===== src/rtl/fetch_decode_if.sv =====
// rtl/fetch_decode_if.sv - instruction-memory and execution handshake bundle for fetch_decode
interface fetch_decode_if;
  logic       mem_req;
  logic [7:0] mem_addr;
  logic       mem_ack;
  logic [7:0] mem_data;
  logic       ready;
  logic       exec_done;
  logic [3:0] opcode;
  logic [1:0] src;
  logic [1:0] dest;

  // fetch/decode stage side
  modport master (
    output mem_req, mem_addr, ready, opcode, src, dest,
    input  mem_ack, mem_data, exec_done
  );

  // memory and execution-unit side
  modport slave (
    input  mem_req, mem_addr, ready, opcode, src, dest,
    output mem_ack, mem_data, exec_done
  );
endinterface


===== src/rtl/fetch_decode.sv =====
// rtl/fetch_decode.sv - 8-bit core fetch/decode stage; optional macro FETCH_ILLEGAL_TRAP_EN traps illegal opcodes
module fetch_decode #(
  parameter logic [7:0] RESET_PC = 8'h00
) (
  input  logic           clk,
  input  logic           reset,
  fetch_decode_if.master bus,
  output logic [7:0]     pc,
  output logic           halted,
  output logic           error
);

  typedef enum logic [2:0] {
    IDLE   = 3'd0,
    FETCH  = 3'd1,
    DECODE = 3'd2,
    TARGET = 3'd3,
    ISSUE  = 3'd4,
    HALT   = 3'd5
  } state_t;

  state_t     state;
  state_t     state_next;
  logic [7:0] ir;
  logic       mem_req;
  logic       ready;

  // state register, aborts to IDLE immediately on reset
  always_ff @(posedge clk or negedge reset) begin
    if (!reset) begin
      state <= IDLE;
    end else begin
      state <= state_next;
    end
  end

  // next-state: memory waits hold FETCH/TARGET, execution waits hold ISSUE
  always_comb begin
    state_next = state;
    case (state)
      IDLE:   state_next = FETCH;
      FETCH:  if (bus.mem_ack) state_next = DECODE;
      DECODE: begin
        case (ir[7:4])
          4'h1, 4'h2, 4'h3: state_next = ISSUE;
          4'h4:             state_next = TARGET;
          4'hF:             state_next = HALT;
          4'h0:             state_next = FETCH;
`ifdef FETCH_ILLEGAL_TRAP_EN
          default:          state_next = HALT;
`else
          default:          state_next = FETCH;
`endif
        endcase
      end
      TARGET: if (bus.mem_ack) state_next = FETCH;
      ISSUE:  if (bus.exec_done) state_next = FETCH;
      HALT:   state_next = HALT;
      default: state_next = IDLE;
    endcase
  end

  // Moore outputs decoded purely from the registered state
  always_comb begin
    mem_req = 1'b0;
    ready   = 1'b0;
    halted  = 1'b0;
    case (state)
      FETCH, TARGET: mem_req = 1'b1;
      ISSUE:         ready   = 1'b1;
      HALT:          halted  = 1'b1;
      default:       ;
    endcase
  end

  assign bus.mem_req  = mem_req;
  assign bus.mem_addr = pc;
  assign bus.ready    = ready;
  assign bus.opcode   = ir[7:4];
  assign bus.src      = ir[3:2];
  assign bus.dest     = ir[1:0];

  // pc/ir update: opcode byte advances pc, jump target byte replaces it
  always_ff @(posedge clk or negedge reset) begin
    if (!reset) begin
      pc <= RESET_PC;
      ir <= 8'h00;
    end else if (state == FETCH && bus.mem_ack) begin
      ir <= bus.mem_data;
      pc <= pc + 8'd1;
    end else if (state == TARGET && bus.mem_ack) begin
      pc <= bus.mem_data;
    end
  end

`ifdef FETCH_ILLEGAL_TRAP_EN
  // sticky illegal-opcode flag, set as DECODE hands off to HALT
  always_ff @(posedge clk or negedge reset) begin
    if (!reset) begin
      error <= 1'b0;
    end else if (state == DECODE && ir[7:4] >= 4'h5 && ir[7:4] <= 4'hE) begin
      error <= 1'b1;
    end
  end
`else
  assign error = 1'b0;
`endif

endmodule


===== src/flat_wrapper.sv =====
// flat-port wrapper written by rule: the top's interface ports become plain ports
module fetch_decode_flat 
#(
  parameter logic [7:0] RESET_PC = 8'h00
)
  (clk, reset, pc, halted, error, bus_mem_req, bus_mem_addr, bus_ready, bus_opcode, bus_src, bus_dest, bus_mem_ack, bus_mem_data, bus_exec_done);
  fetch_decode_if bus_i ();
  input  logic clk;
  input  logic reset;
  output logic [7:0] pc;
  output logic halted;
  output logic error;
  output wire logic [$bits(bus_i.mem_req)-1:0] bus_mem_req;
  output wire logic [$bits(bus_i.mem_addr)-1:0] bus_mem_addr;
  output wire logic [$bits(bus_i.ready)-1:0] bus_ready;
  output wire logic [$bits(bus_i.opcode)-1:0] bus_opcode;
  output wire logic [$bits(bus_i.src)-1:0] bus_src;
  output wire logic [$bits(bus_i.dest)-1:0] bus_dest;
  input wire logic [$bits(bus_i.mem_ack)-1:0] bus_mem_ack;
  input wire logic [$bits(bus_i.mem_data)-1:0] bus_mem_data;
  input wire logic [$bits(bus_i.exec_done)-1:0] bus_exec_done;
  assign bus_mem_req = bus_i.mem_req;
  assign bus_mem_addr = bus_i.mem_addr;
  assign bus_ready = bus_i.ready;
  assign bus_opcode = bus_i.opcode;
  assign bus_src = bus_i.src;
  assign bus_dest = bus_i.dest;
  assign bus_i.mem_ack = bus_mem_ack;
  assign bus_i.mem_data = bus_mem_data;
  assign bus_i.exec_done = bus_exec_done;
  fetch_decode #(.RESET_PC(RESET_PC)) u_core (.clk(clk), .reset(reset), .bus(bus_i), .pc(pc), .halted(halted), .error(error));
endmodule

===== config.mk =====
export PLATFORM = sky130hd
export DESIGN_NAME = fetch_decode_flat
export DESIGN_NICKNAME = d
export VERILOG_FILES = /design/src/rtl/fetch_decode_if.sv /design/src/rtl/fetch_decode.sv /design/src/flat_wrapper.sv
export SDC_FILE = /design/constraint.sdc
export NUM_CORES = 1
export LEC_CHECK = 0
export CAP_MARGIN = 20
export CORE_MARGIN = 2
export CORE_UTILIZATION = 25
export DETAILED_ROUTE_END_ITERATION = 10
export PLACE_DENSITY_LB_ADDON = 0.1
export SYNTH_ARGS = -nofsm -noshare
export SYNTH_HDL_FRONTEND = slang
export SYNTH_SLANG_ARGS = --single-unit

===== constraint.sdc =====
create_clock -name clk -period 2.5 [get_ports clk]
set_input_delay 0.5 -clock clk [delete_from_list [all_inputs] [get_ports clk]]
set_output_delay 0.5 -clock clk [all_outputs]
set_load 0.03 [all_outputs]

======== Yosys cells after proc, flatten, opt, wreduce, memory -nomap -nowiden ========
Cells that the tools add are included.
W data, S select, Z words.
storage, ports and cells
  word-level logic and storage cells ...... 34
  flip-flop bits (word level) ............. 19
  input port bits ......................... 12
  output and inout port bits .............. 28
operators by class
  reductions and logical operators ........ 7
  equality and inequality tests ........... 13
  add/subtract/negate cells ............... 1
  multiplexer cells ....................... 10
operators by type and width
  cell                   number
  $pmux W3 S6            1
  $mux W8                2
  $mux W3                3
  $pmux W3 S3            1
  $add A8 B1 Y8 const B  1
  $eq A4 B2 Y1 const B   2
  $eq A3 B2 Y1 const B   2
  $eq A3 B3 Y1 const B   2
  $ne A2 B2 Y1 const B   3
  $eq A4 B1 Y1 const B   1
  $eq A4 B3 Y1 const B   1
  $eq A4 B4 Y1 const B   1
  $eq A3 B1 Y1 const B   1
  $logic_not A3 Y1       1
  $mux W1                3
  $reduce_and A3 Y1      1
  $reduce_or A3 Y1       1
  $logic_and A1 B1 Y1    2
  $reduce_bool A2 Y1     1
  $reduce_or A2 Y1       1

======== Longest topological paths before layout ========
Gate-level depths: netlist of run 1.
  depth after elaboration ................. 4
  depth in mapped cells ................... 5
  gate-level depth less buffers ........... 4

======== Worst setup path before layout of run 1 ========
OpenSTA, ideal clock, no wires.
  path kind ............................... flip-flop to output port
  from .................................... register u_core.state[1]
  to ...................................... output bus_ready
  arrival time ............................ 1.446 ns
  setup slack ............................. 0.554 ns
  required time ........................... 2.000 ns
  cell stages (with the launch flop) ...... 4
  buffers on the path ..................... 2
  path through ............................ dfrtp_1 -> buf_2 -> buf_2 -> nor3b_1
between the ends
  cells in the longest elaborated chain, start to end .. 2
ends and longest elaborated chain
  item                      line                source
  start: declaration        fetch_decode.sv:22  state_t state;
  start signal: assignment  fetch_decode.sv:33  state <= state_next;
  $eq A3 B3 Y1              fetch_decode.sv:68  case (state)
  $mux W1                   fetch_decode.sv:68
  end: declaration          flat_wrapper.sv:15  output wire logic [$bits(bus_i.ready)-1:0] bus_ready;
Every way passes these cells.

======== Final worst setup path of run 1 ========
  from .................................... register u_core.state[0]
  to ...................................... output bus_ready
The elaborated chain is that of the path after synthesis.

==> results.ini, run 1 <==
[synthesis]
synth_top_family_by_area=simple AND/OR/NAND/NOR gates
fraction_of_the_mapped_netlist_area_in_adder_cells_pct=1.05
dominantRegCellSynth=dfrtp_1
yosys.cell_count.top_type=dfrtp_1
synth-seq-cells=19
syn-num-nets=126
post_synth_mux_area_share_pct=13.5
area_fraction_in_compound_gates_after_synthesis_pct=10.1
asyncSetResetFlopFracSynth_pct=100
synth_top_area_cell=dfrtp_1
synth.yosys.seq_area_share_pct=40.0
post_synth_instance_area_um2=1190
synth-warning-count=0
synthTopCellsByCount=dfrtp_1 (19), buf_4 (9), mux2_4 (8)
synth_xor_xnor_area_share_pct=0.737
synth-edff-count=0
netlist.area_leader.share_pct=40.0
synth_area_leaders=dfrtp_1 (40%), mux2_4 (10%), buf_4 (5.7%)
avgSynthCellArea_um2=10.5
yosys.area_share.simple_pct=24.8
synthesis.instances=113
synth_cell_type_count=43

[routing]
route.detailed.wl_per_inst_um=13.7
drc_errors=0
final_antenna_net_count=0
routed-via-count=916
via_per_inst=4.67
finalWirelength_um=2690
drtIter0Drc=33
drt-pass1-iter-count=4

[worst_setup_path]
critPathKind=flip-flop to output port
path_delay_family=buffers and inverters
worst_path_max_delay_cell=clkdlybuf4s50_1
critical_path_required_ns=2.00
crit_arrival_ns=1.65
critical_path.startpoint_type=flip-flop
crit_fanout=10
cp_bufs_invs=1
critical_path.endpoint_type=output port
worstPathCellList=nor3b_1 -> clkdlybuf4s50_1
cp_slowest_stage_delay_ns=0.69

[final_layout]
layout-area-overhead-vs-synth_pct=33.7
fraction_of_layout_instances_using_a_drive_strength_above_1_pct=12.7
num-nets-final=156
final_area_um2=1590
antennaDiodeCount=0

[place]
place_worst_setup_slack_ns=0.385
gp_routability_congestion=0.673
dp_hpwl_um=1990
io_buffer_count=38
placed_cell_area_um2=1540

[clocking]
clk-insertion-delay-late_ns=0.26
cts_htree_levels=1
cts-buffers-inserted=3
post_cts_buffers=0
cts_hold_repair.buffers=0
tritoncts=yes
cts_resized=0
cts.path.max_buffers=2
clock_tree.root_cell=clkbuf_8
clk_pin_slew_worst_paths_ns=0.07
cts.sink_count=19

[timing]
holdWs_ns=0.524
final_setup_violation_count=0
final-max-slew-violation-count=0
skew_ns=0.00172
timing.fmax_mhz=465
final_min_period_over_clock_period_pct=86.1
post_route_setup_tns_ns=0
period_needed_ns=2.15
setup_repair_after_global_routing_missed_its_margin=false
hold_viol_final=0
finalWorstSetupSlack_ns=0.348

[die]
placementRows=25
die-width_um=73.0
die_h_um=73.0
pin_count=40
initial_utilization_pct=25.5
fp.dieArea_um2=5320
core_region_area_um2=4660

[power]
power.density_nw_per_um2=351
worst_ir_drop_vdd_v=0.000164
total_power_consumption_uw=558
leakage_nw=0.628

[global_route]
number_of_antenna_violations_at_the_first_check_in_global_routing=0
globalRouteOverflowTotal=0
grt_start_max_net_pins=28
first_global_vias=893
globalRouteTotalUtil_pct=10.8
grt_first_pass_wirelength_um=4320

[status]
status=completed

[flow_run]
maxCapViolations=0

[worst_hold_path]
holdCritPathClass=flip-flop to flip-flop

placed cells by master, fill, tap and decap left out, drive strengths merged, types with 3 or more instances in the layout:
cell type	n
mux2i	4
mux2	8
nand2	5
nor3b	3
clkdlybuf4s50	38
nand3	3
clkbuf	3
nor2	8
o21ai	5
dfrtp	19
nand2b	5
nand3b	3
layer usage:
metal	vias to the layer above	track usage [%]	wire length [um]
met5	-	0	0
met1	430	14.7	1370
met3	4	3.04	126
met2	26	16.4	1160
met4	0	3.70	27
li1	456	-	-
worst paths after layout:
path	startpoint	end	slack [ns]	cells past startpoint
setup / recovery	u_core.state[0]	bus_ready	0.35	2
hold / removal	u_core.ir[1]	u_core.ir[1]	0.52	1
setup reg to reg	u_core.state[2]	u_core.ir[7]	0.91	3
hold reg to reg	u_core.ir[1]	u_core.ir[1]	0.52	1
max in group asynchronous	reset	u_core.bus.mem_addr[4]	1.71	2
min in group asynchronous	reset	u_core.state[2]	0.58	2
state kept, by name (all words and copies together), names as in the netlist:
name / cells
u_core.bus.mem_addr: 8
u_core.ir: 8
u_core.state: 3
cell type report:
type                    instances  area [um^2]
clock buffers                   3         41.3
flip-flops and latches         19          475
inverters                       1         3.75
multi-input cells              78          601
fillers                       481         3070
repair buffers                 40          395
clock inverters                 1         5.00
well taps                      54         67.6
metrics by stage:
step,util [%],cells
after floorplan,-,113
after global placement,33.1,192
after detailed placement,33.1,192
after CTS,34.1,196
after global routing,34.1,196
final,34.1,196
logic make-up after synthesis:
| logic type | count (synthesis) |
|---|---|
| AOI/OAI and AO/OA | 18 |
| other | 1 |
| buffers and inverters | 16 |
| muxes | 12 |
| DFF | 19 |
| xor gates and xnor gates | 1 |
| adders and majority gates | 1 |
| and+or+nand+nor | 45 |
power breakdown:
group	internal, mW	total [mW]	switching [mW]	leakage [nW]
Clock	0.111	0.219	0.108	0.0255
Combinational	0.0176	0.0320	0.0144	0.353
Sequential	0.307	0.307	0	0.250
Note: power is estimated with default switching activity, not from simulation.
==> run 2: changes to the inputs <==
==> constraint.sdc (replaced) <==
create_clock -name clk -period 2.4 [get_ports clk]
set_input_delay 0.48 -clock clk [delete_from_list [all_inputs] [get_ports clk]]
set_output_delay 0.48 -clock clk [all_outputs]
set_load 0.03 [all_outputs]
==> run 2 against run 1 <==
Clock power is 7% higher. Non-clock buffer count rose by 1. Sequential share of layout area fell by 0.19 points. Hold slack lost 0.0023 ns. Clock-buffer cell count unchanged. Global-route usage rose by 0.15 points. Core utilization rose by 0.21 points. Flip-flop and latch count unchanged. Largest power group unchanged.
==> results.ini, run 2 (synthesis results as in run 1) <==
[clocking]
cts.sink_count=19
cts_resized=0
tritoncts=yes
clk-insertion-delay-late_ns=0.26
cts.path.max_buffers=2
post_cts_buffers=0
cts_htree_levels=1
cts_hold_repair.buffers=0
clock_tree.root_cell=clkbuf_8
clk_pin_slew_worst_paths_ns=0.08
cts-buffers-inserted=3

[place]
dp_hpwl_um=1950
placed_cell_area_um2=1550
io_buffer_count=38
gp_routability_congestion=0.692

[global_route]
first_global_vias=890
number_of_antenna_violations_at_the_first_check_in_global_routing=0
grt_first_pass_wirelength_um=4400
globalRouteOverflowTotal=0
globalRouteTotalUtil_pct=10.9
grt_start_max_net_pins=28

[worst_setup_path]
cp_bufs_invs=1
worstPathCellList=nor3b_1 -> clkdlybuf4s50_1
worst_path_max_delay_cell=clkdlybuf4s50_1
critical_path.startpoint_type=flip-flop
path_delay_family=buffers and inverters
critPathKind=flip-flop to output port
cp_slowest_stage_delay_ns=0.69
internal_reg_to_reg_setup_slack_ns=0.81
crit_arrival_ns=1.65
critical_path.endpoint_type=output port
critical_path_required_ns=1.92
crit_fanout=10

[die]
pin_count=40
die-width_um=73.0
placementRows=25
core_region_area_um2=4660
fp.dieArea_um2=5320
initial_utilization_pct=25.5
die_h_um=73.0

[timing]
post_route_setup_tns_ns=0
skew_ns=0.00789
holdWs_ns=0.522
timing.fmax_mhz=469
period_needed_ns=2.13
final-max-slew-violation-count=0
final_min_period_over_clock_period_pct=88.9
hold_viol_final=0
final_setup_violation_count=0
setup_repair_after_global_routing_missed_its_margin=false

[power]
worst_ir_drop_vdd_v=0.000166
power.density_nw_per_um2=368
leakage_nw=0.630

[routing]
via_per_inst=4.66
drc_errors=0
route.detailed.wl_per_inst_um=13.8
finalWirelength_um=2720
drt-pass1-iter-count=4
final_antenna_net_count=0
routed-via-count=919
drtIter0Drc=58

[final_layout]
final_area_um2=1600
layout.cells.most_common=clkdlybuf4s50_1
final_core_utilization_pct=34.3
fraction_of_layout_instances_using_a_drive_strength_above_1_pct=13.3
num-fill-cells=481
num-nets-final=157
layout-area-overhead-vs-synth_pct=34.5
most_used_cells_in_the_layout_excluding_fill_and_tap_cells=clkdlybuf4s50_1 (38), dfrtp_1 (19), mux2_4 (8)
antennaDiodeCount=0

[worst_hold_path]
holdCritPathClass=flip-flop to flip-flop

[status]
status=completed

[flow_run]
maxCapViolations=0

## run 2: cell count changes in the layout (fill, tap and decap cells not counted)
cell	delta
buf_4	+1
clkinvlp_4	+1
clkinv_2	-1
## run 2: path summary, 6_finish.rpt
path | from | end | cells after the start
hold / removal | u_core.ir[2] | u_core.ir[2] | 1
min in group asynchronous | reset | u_core.state[2] | 2
setup / recovery | u_core.state[0] | bus_ready | 2
hold reg to reg | u_core.ir[2] | u_core.ir[2] | 1
setup reg to reg | u_core.state[2] | u_core.ir[3] | 3
max in group asynchronous | reset | u_core.bus.mem_addr[5] | 2
## run 2: final cells by class
class / instances / area [um^2] / share of cell area, %
inverter: 1 / 3.75 / 0.235
clock buffer: 3 / 41.3 / 2.58
multi-input combinational: 78 / 601 / 37.6
sequential: 19 / 475 / 29.7
tap: 54 / 67.6 / 4.23
timing repair buffer: 41 / 403 / 25.2
clock inverter: 1 / 7.51 / 0.469
## run 2: worst reg2reg max path: stages, from the launching register on
cell	delay, ns
dfrtp_1	0.46
nand3b_2	0.40
nor2_8	0.29
mux2_4	0.32
## run 2: metrics by stage
step	setup slack, ns	power, mW	cells
finish	0.266	0.589	197
floorplan	0.474	0.331	113
detailed placement	0.348	0.361	193
CTS	0.247	0.602	197
global placement	0.384	0.361	193
global route	0.176	0.615	197
## run 2: power by group
group	total (mW)	switching (mW)	internal (mW)
registers	0.320	0	0.320
clock network	0.235	0.118	0.117
logic	0.0334	0.0151	0.0183
total	0.589	0.133	0.455
## run 2: metal layers
metal	wire length (um)	GRT usage, %
met3	109	2.49
met4	23	3.70
met1	1380	16.1
met5	0	0
met2	1210	15.7
